<file path="config.mk">
export PLATFORM = sky130hd
export DESIGN_NAME = ddr_cmd_decoder
export DESIGN_NICKNAME = d
export VERILOG_FILES = /design/src/rtl/ddr_cmd_pkg.sv /design/src/rtl/ddr_bank_row_tracker.sv /design/src/rtl/ddr_cmd_decoder.sv
export SDC_FILE = /design/constraint.sdc
export NUM_CORES = 1
export LEC_CHECK = 0
export CAP_MARGIN = 40
export CORE_MARGIN = 4
export CORE_UTILIZATION = 29
export CTS_CLUSTER_DIAMETER = 80
export DETAILED_ROUTE_END_ITERATION = 6
export PLACE_DENSITY = 0.68
export SLEW_MARGIN = 20
export SYNTH_ARGS = -nofsm -noshare
export SYNTH_HDL_FRONTEND = slang
export SYNTH_SLANG_ARGS = --single-unit
</file>
<file path="constraint.sdc">
create_clock -name clk -period 20.7 [get_ports clk]
set_input_delay 2.07 -clock clk [delete_from_list [all_inputs] [get_ports clk]]
set_output_delay 2.07 -clock clk [all_outputs]
set_load 0.05 [all_outputs]
</file>
<file path="src/rtl/ddr_cmd_pkg.sv">
// rtl/ddr_cmd_pkg.sv - DDR4 command bit indices, CA pin encodings and command vector type
package ddr_cmd_pkg;

   localparam int CMD_W = 19;

   // One-hot command bit positions, MSB first
   localparam int CMD_ACT  = 18;
   localparam int CMD_BST  = 17;
   localparam int CMD_CFG  = 16;
   localparam int CMD_CKEH = 15;
   localparam int CMD_CKEL = 14;
   localparam int CMD_DPD  = 13;
   localparam int CMD_DPDX = 12;
   localparam int CMD_MRR  = 11;
   localparam int CMD_MRW  = 10;
   localparam int CMD_PD   = 9;
   localparam int CMD_PDX  = 8;
   localparam int CMD_PR   = 7;
   localparam int CMD_PRA  = 6;
   localparam int CMD_RD   = 5;
   localparam int CMD_RDA  = 4;
   localparam int CMD_REF  = 3;
   localparam int CMD_SRF  = 2;
   localparam int CMD_WR   = 1;
   localparam int CMD_WRA  = 0;

   typedef logic [CMD_W-1:0] cmd_t;

   // {ras_n, cas_n, we_n} encodings with act_n high
   localparam logic [2:0] RCW_MRW  = 3'b000;
   localparam logic [2:0] RCW_REF  = 3'b001;
   localparam logic [2:0] RCW_PR   = 3'b010;
   localparam logic [2:0] RCW_RSVD = 3'b011;
   localparam logic [2:0] RCW_WR   = 3'b100;
   localparam logic [2:0] RCW_RD   = 3'b101;
   localparam logic [2:0] RCW_ZQ   = 3'b110;
   localparam logic [2:0] RCW_NOP  = 3'b111;

   // Commands that target only the addressed bank; everything else is broadcast
   localparam cmd_t ADDR_MASK = cmd_t'((1 << CMD_ACT) | (1 << CMD_PR) | (1 << CMD_RD) |
                                       (1 << CMD_RDA) | (1 << CMD_WR) | (1 << CMD_WRA));
   // Column accesses
   localparam cmd_t RW_MASK   = cmd_t'((1 << CMD_RD) | (1 << CMD_RDA) | (1 << CMD_WR) | (1 << CMD_WRA));
   // Commands this front end never produces
   localparam cmd_t NEVER_MASK = cmd_t'((1 << CMD_BST) | (1 << CMD_DPD) | (1 << CMD_DPDX) | (1 << CMD_MRR));

endpackage

</file>
<file path="src/rtl/ddr_bank_row_tracker.sv">
// rtl/ddr_bank_row_tracker.sv - open flag and open-row register for one bank, with legality hints
module ddr_bank_row_tracker #(
   parameter int ROW_W = 17
)(
   input  logic             clk,
   input  logic             rst,
   input  logic             act,
   input  logic             close,
   input  logic [ROW_W-1:0] row_in,
   output logic             bank_open,
   output logic [ROW_W-1:0] bank_row,
   output logic             act_illegal,
   output logic             access_illegal
);

   logic             open_q, open_d;
   logic [ROW_W-1:0] row_q, row_d;

   // ACT opens the bank and captures the row; a close keeps the last row visible
   always_comb begin
      open_d = open_q;
      row_d  = row_q;
      if (act) begin
         open_d = 1'b1;
         row_d  = row_in;
      end else if (close) begin
         open_d = 1'b0;
      end
   end

   // Per-bank state registers
   always_ff @(posedge clk or posedge rst) begin
      if (rst) begin
         open_q <= 1'b0;
         row_q  <= '0;
      end else begin
         open_q <= open_d;
         row_q  <= row_d;
      end
   end

   assign bank_open      = open_q;
   assign bank_row       = row_q;
   assign act_illegal    = open_q;
   assign access_illegal = ~open_q;

endmodule

</file>
<file path="src/rtl/ddr_cmd_decoder.sv">
// rtl/ddr_cmd_decoder.sv - DDR4 CA decoder with bank steering and row tracking; optional checks under PROTOCOL_CHECK_EN
module ddr_cmd_decoder
   import ddr_cmd_pkg::*;
#(
   parameter int BGWIDTH   = 2,
   parameter int BAWIDTH   = 2,
   parameter int ADDRWIDTH = 17,
   parameter int ROWS      = 131072,
   parameter int COLS      = 1024,
   localparam int NBANKS   = 2 ** (BGWIDTH + BAWIDTH),
   localparam int ROW_W    = $clog2(ROWS),
   localparam int COL_W    = $clog2(COLS)
)(
   input  logic                      clk,
   input  logic                      rst,
   input  logic                      cke,
   input  logic                      cs_n,
   input  logic                      act_n,
   input  logic                      ras_n_a16,
   input  logic                      cas_n_a15,
   input  logic                      we_n_a14,
   input  logic [ADDRWIDTH-1:0]      A,
   input  logic [BGWIDTH-1:0]        bg,
   input  logic [BAWIDTH-1:0]        ba,
   output logic [NBANKS*CMD_W-1:0]   bank_cmds,
   output logic [NBANKS*ROW_W-1:0]   bank_rows,
   output logic [COL_W-1:0]          column,
   output logic [NBANKS-1:0]         bank_open,
   output logic [2:0]                err
);

   localparam int BANK_W = BGWIDTH + BAWIDTH;

   logic                    cke_q, cke_d;
   logic [NBANKS*CMD_W-1:0] cmds_q, cmds_d;
   logic [COL_W-1:0]        column_q, column_d;
   logic [NBANKS-1:0]       bank_act, bank_close, act_ill, acc_ill;
   logic [BANK_W-1:0]       sel;
   logic [ROW_W-1:0]        act_row;
   logic [2:0]              viol;
   logic                    unused_a;
   cmd_t                    raw, cke_cmd, bus, addressed, broadcast, slice;

   assign sel      = {bg, ba};
   assign act_row  = ROW_W'({ras_n_a16, cas_n_a15, we_n_a14, A[13:0]});
   assign unused_a = ^A[ADDRWIDTH-1:14];

   // Decode the CA pins and the cke transition into command bits
   always_comb begin
      raw     = '0;
      cke_cmd = '0;
      if (!cs_n) begin
         if (!act_n) begin
            raw[CMD_ACT] = 1'b1;
         end else begin
            case ({ras_n_a16, cas_n_a15, we_n_a14})
               RCW_MRW: raw[CMD_MRW] = 1'b1;
               RCW_REF: if (cke_q && !cke) raw[CMD_SRF] = 1'b1;
                        else               raw[CMD_REF] = 1'b1;
               RCW_PR:  if (A[10]) raw[CMD_PRA] = 1'b1;
                        else       raw[CMD_PR]  = 1'b1;
               RCW_WR:  if (A[10]) raw[CMD_WRA] = 1'b1;
                        else       raw[CMD_WR]  = 1'b1;
               RCW_RD:  if (A[10]) raw[CMD_RDA] = 1'b1;
                        else       raw[CMD_RD]  = 1'b1;
               RCW_ZQ:  raw[CMD_CFG] = 1'b1;
               RCW_RSVD, RCW_NOP: ;
               default: ;
            endcase
         end
      end
      if (cke_q && !cke) begin
         cke_cmd[CMD_CKEL] = 1'b1;
         if (!(raw[CMD_REF] || raw[CMD_SRF])) cke_cmd[CMD_PD] = 1'b1;
      end
      if (!cke_q && cke) begin
         cke_cmd[CMD_CKEH] = 1'b1;
         cke_cmd[CMD_PDX]  = 1'b1;
      end
   end

`ifdef PROTOCOL_CHECK_EN
   logic [2:0] err_q, err_d;

   // Flag illegal bus commands against the current bank state; flags stick until reset
   always_comb begin
      viol    = '0;
      viol[0] = raw[CMD_ACT] & act_ill[sel];
      viol[1] = (|(raw & RW_MASK)) & acc_ill[sel];
      viol[2] = (raw[CMD_REF] | raw[CMD_SRF]) & (|bank_open);
      err_d   = err_q | viol;
   end

   // Sticky error register
   always_ff @(posedge clk or posedge rst) begin
      if (rst) err_q <= '0;
      else     err_q <= err_d;
   end

   assign err = err_q;
`else
   logic unused_legality;
   assign viol            = '0;
   assign unused_legality = ^{act_ill, acc_ill};
   assign err             = '0;
`endif

   // Drop an illegal bus command, then steer the rest to the bank slices
   always_comb begin
      bus        = (|viol) ? '0 : raw;
      addressed  = bus & ADDR_MASK;
      broadcast  = (bus & ~ADDR_MASK & ~NEVER_MASK) | cke_cmd;
      column_d   = (|(bus & RW_MASK)) ? A[COL_W-1:0] : column_q;
      cke_d      = cke;
      cmds_d     = '0;
      bank_act   = '0;
      bank_close = '0;
      slice      = '0;
      for (int k = 0; k < NBANKS; k++) begin
         slice = broadcast | ((sel == BANK_W'(k)) ? addressed : '0);
         cmds_d[k*CMD_W +: CMD_W] = slice;
         bank_act[k]   = slice[CMD_ACT];
         bank_close[k] = slice[CMD_PR] | slice[CMD_PRA] | slice[CMD_RDA] | slice[CMD_WRA];
      end
   end

   // Output and cke history registers
   always_ff @(posedge clk or posedge rst) begin
      if (rst) begin
         cmds_q   <= '0;
         column_q <= '0;
         cke_q    <= 1'b1;
      end else begin
         cmds_q   <= cmds_d;
         column_q <= column_d;
         cke_q    <= cke_d;
      end
   end

   for (genvar k = 0; k < NBANKS; k++) begin : g_bank
      ddr_bank_row_tracker #(.ROW_W(ROW_W)) u_trk (
         .clk            (clk),
         .rst            (rst),
         .act            (bank_act[k]),
         .close          (bank_close[k]),
         .row_in         (act_row),
         .bank_open      (bank_open[k]),
         .bank_row       (bank_rows[k*ROW_W +: ROW_W]),
         .act_illegal    (act_ill[k]),
         .access_illegal (acc_ill[k])
      );
   end

   assign bank_cmds = cmds_q;
   assign column    = column_q;

endmodule

</file>
Yosys cells after proc, flatten, opt, wreduce, memory -nomap -nowiden

Index checks and enable logic that the tools add are counted.

Bits in registers: 603
Input bits: 29
Output and inout bits: 605
Word-level logic and storage cells: 213

Equal/unequal tests: 20
Multiplexer cells: 69
Bitwise operators: 65
Reduce and logical (&&, ||, !) cells: 24

Operators with widths:

| operator                                             | count |
|---|---|
| two-way mux 19 bit                                   | 16 |
| bitwise OR 17 x 19 -> 19 bit                         | 16 |
| bitwise OR 1 bit                                     | 48 |
| two-way mux 1 bit                                    | 47 |
| equality test 4 bit (second input constant)          | 8 |
| nonzero test 2 bit                                   | 16 |
| bitwise OR 17 x 16 -> 17 bit                         | 1 |
| equality test 4 x 3 -> 1 bit (second input constant) | 4 |
| two-way mux 8 bit                                    | 2 |
| equality test 3 bit (second input constant)          | 3 |
| equality test 4 x 2 -> 1 bit (second input constant) | 2 |
| two-way mux 2 bit                                    | 4 |
| equality test 4 x 1 -> 1 bit (second input constant) | 1 |
| zero test 4 bit                                      | 1 |
| OR reduction 4 bit                                   | 1 |
| equality test 3 x 1 -> 1 bit (second input constant) | 1 |
| equality test 3 x 2 -> 1 bit (second input constant) | 1 |
| zero test 3 bit                                      | 1 |
| logical AND 1 bit                                    | 2 |
| zero test 1 bit                                      | 2 |
| logical OR 1 bit                                     | 1 |

Logic depth before layout (Yosys ltp)

Word-level depth: 16
Depth in mapped cells: 6
Mapped depth without buffers: 4

Hierarchy

From an unflattened synthesis, not the netlist that was laid out.

Cells, all modules: 1157
Area, all modules: 17011.3 um^2

Modules (own cells, without submodules):

| module               | times used | cells an instance | area an instance (um^2) | sequential area each (um^2) |
|---|---|---|---|---|
| ddr_bank_row_tracker | 16         | 41                | 729.4                   | 450.4 |
| ddr_cmd_decoder      | 1          | 501               | 5340.1                  | 2879.0 |

Least setup slack after synthesis

OpenSTA, ideal clock, no wires.

Path type: register to output
From: register, netlist name bank_cmds[300]
To: output bank_cmds[103]
Arrival time: 1.400 ns
Required time: 18.630 ns
Setup slack: 17.230 ns
Cell stages (with the launch flop): 2
Path buffers: 1
Path through: dfrtp_1 -> buf_4

RTL lines:

| item          | line                  | source |
|---|---|---|
| end, declared | ddr_cmd_decoder.sv:25 | `output logic [NBANKS*CMD_W-1:0] bank_cmds,` |

==> flow_summary.ini <==
[global_routing]
grt_antenna_before_repair = 4
grt_usage_pct = 16.4
grt_pass1_vias = 10800
grt_pass1_wl_mm = 73.7
grt_overflow = 0
grt_max_degree = 102

[power]
p_leak_nw = 10.2
powerDensity_nw_per_um2 = 118
irDropWorstVdd_uv = 80.9

[finish]
post-route-util_pct = 41.6
nNetsFinal = 1616
drive_gt1_share_pct = 25.8
final_area_um2 = 23100
area_growth_pct = 41.3

[critical_path]
cp.arrival_ps = 2220
path_max_fanout = 19
crit_chain = buf_6, clkdlybuf4s50_1
worst-path-buf-inv = 2
path_delay_family = buffers and inverters
slowest_stage = clkdlybuf4s50_1
slowest_delay_ps = 840
startpoint_type = register
criticalPathCategory = reg2out
required_ps = 18630
cp-end-kind = primary output

[route]
vias = 10200
post_drt_wl_per_cell_um = 21.7
wl_mm = 51.4
drt_iter0_drc = 310
avgViaCountPerCell = 4.31
drtPass1Iterations = 4
drcViolationCount = 0
postRouteAntennaNets = 0

[timing]
worst_pin_slew_ps = 854
maxSlewHeadroom_pct = 42.9
fin_skew_ps = 0.803
period_needed_ps = 4290
fin_crit_sh_pct = 20.7
max_freq_ghz = 0.233
setup-tns-final_ps = 0
setup_viol = 0
finalHoldViolCount = 0
rsz0062_at_grt = false
worst_hold_slack_ps = 494
drv_slew = 0

[logic_synthesis]
netlist_instances = 1164
synth_area_leaders = dfrtp_1, mux2_2, buf_4
synth.most_common_cell = dfrtp_1
syn_area_um2 = 16300
ys_seq_area_share_pct = 61.8
yosys.area.top_type = dfrtp_1
async_reset_ff_share_pct = 100
synth_top_area_share_pct = 61.6
synth_cell_types = 33
yosys_register_bits = 403
yosysWarnings = 0
synth.avg_cell_area_um2 = 14.0
yosys-top-cells-count = dfrtp_1, mux2_2, buf_4, nor2_1, clkbuf_1
synthFlopType = dfrtp_1
synth-edff-count = 0

[floorplan]
die_h_um = 245
dieArea_um2 = 60200
start_util_pct = 29.5
rows = 86
core_um2 = 55400
die_w_um = 245
io_pins = 634

[clocking]
clkSlewWorstSetupHoldPaths_ps = 60
cts_max_path_buffers = 3
htree_levels = 2
hold_buffers = 0
cts_inserted_buffers = 45
root_buffer = clkbuf_16
cts_sinks = 403
postCtsSetupRepairBufs = 0
cts_resized = 0
cts_tree = yes
insertion_delay_ps = 550

[flow_run]
max_cap_viol_count = 0

[placed_design]
place.gp.congestion = 0.746
hpwl_mm = 37.3
port-buffer-count = 563
placed_cell_area_um2 = 21500

[status]
outcome = finished clean

[worst_hold_path]
holdCritPathClass = reg2reg
==> registers in the layout (all words and copies together), names as in the netlist <==
| register | cells |
|---|---|
| bank_cmds | 104 |
| cke_q | 1 |
| column | 10 |
| g_bank.u_trk.act_illegal | 16 |
| g_bank.u_trk.bank_row | 272 |
==> metal layers <==
metal | share of wire [%] | wire (um) | global-route usage (%)
met1 | 37 | 19200 | 18.4
met3 | 7.6 | 3900 | 4.54
met5 | 0.014 | 7 | 0
met4 | 3.1 | 1580 | 5.76
met2 | 52 | 26800 | 29.8
==> layout make-up <==
type                    instances  area (um^2)
diodes                          4         10.0
clock buffers                  58         1250
clock inverters                21          292
fillers                      5127        32400
inverters                      18         75.1
multi-input cells             532         4490
flip-flops and latches        403        10100
well taps                     748          936
repair buffers                587         5920
==> cell families after synthesis <==
family	after synthesis	share of synthesized area, %
compound gates	33	1.77
buf+inv	295	12.3
flops	403	61.8
mux	282	19.5
other cells	1	0.0230
simple gates	150	4.68
==> path summary, 6_finish.rpt <==
path | from | endpoint | slack (ps) | depth (start not counted)
setup / recovery | bank_cmds[300] | bank_cmds[205] | 16410 | 2
hold / removal | cke_q | bank_cmds[300] | 490 | 1
setup reg to reg | cke_q | bank_cmds[288] | 19860 | 3
hold reg to reg | cke_q | bank_cmds[300] | 490 | 1
max in group asynchronous | rst | bank_cmds[170] | 16690 | 6
min in group asynchronous | rst | bank_cmds[287] | 2030 | 2
==> through the flow <==
step	setup WS, ps	cells	power (mW)
floorplan	7420	1230	1.60
global placement	15050	2273	1.90
detailed placement	15950	2284	1.91
CTS	16090	2363	2.75
global route	16280	2369	2.81
finish	16410	2371	2.72
==> layout by cell type, fill, tap and decap left out, types with 2 or more instances in the layout <==
cell	instances
clkdlybuf4s50_1	563
dfrtp_1	402
mux2_2	282
nor2_1	87
conb_1	67
clkbuf_16	46
nand2_1	19
inv_1	17
o2111ai_1	16
nand2_2	15
a31o_2	13
buf_4	12
clkinv_2	8
clkbuf_1	7
bufinv_16	6
nor2b_1	5
clkbuf_8	5
buf_6	5
diode_2	4
and2_1	4
nand3_1	4
nor4b_4	3
clkinv_4	3
buf_8	3
nor2b_2	2
and4bb_2	2
and3b_1	2
inv_8	2
a32o_1	2
inv_6	2
buf_16	2
buf_12	2
==> power breakdown <==
part	total [mW]	internal, mW	switching [mW]	leakage, nW
logic	0.927	0.298	0.629	4.23
clock network	0.824	0.502	0.322	0.762
registers	0.967	0.905	0.0621	5.25
total	2.72	1.70	1.01	10.2
No activity file was read; power rests on OpenSTA's default activity.
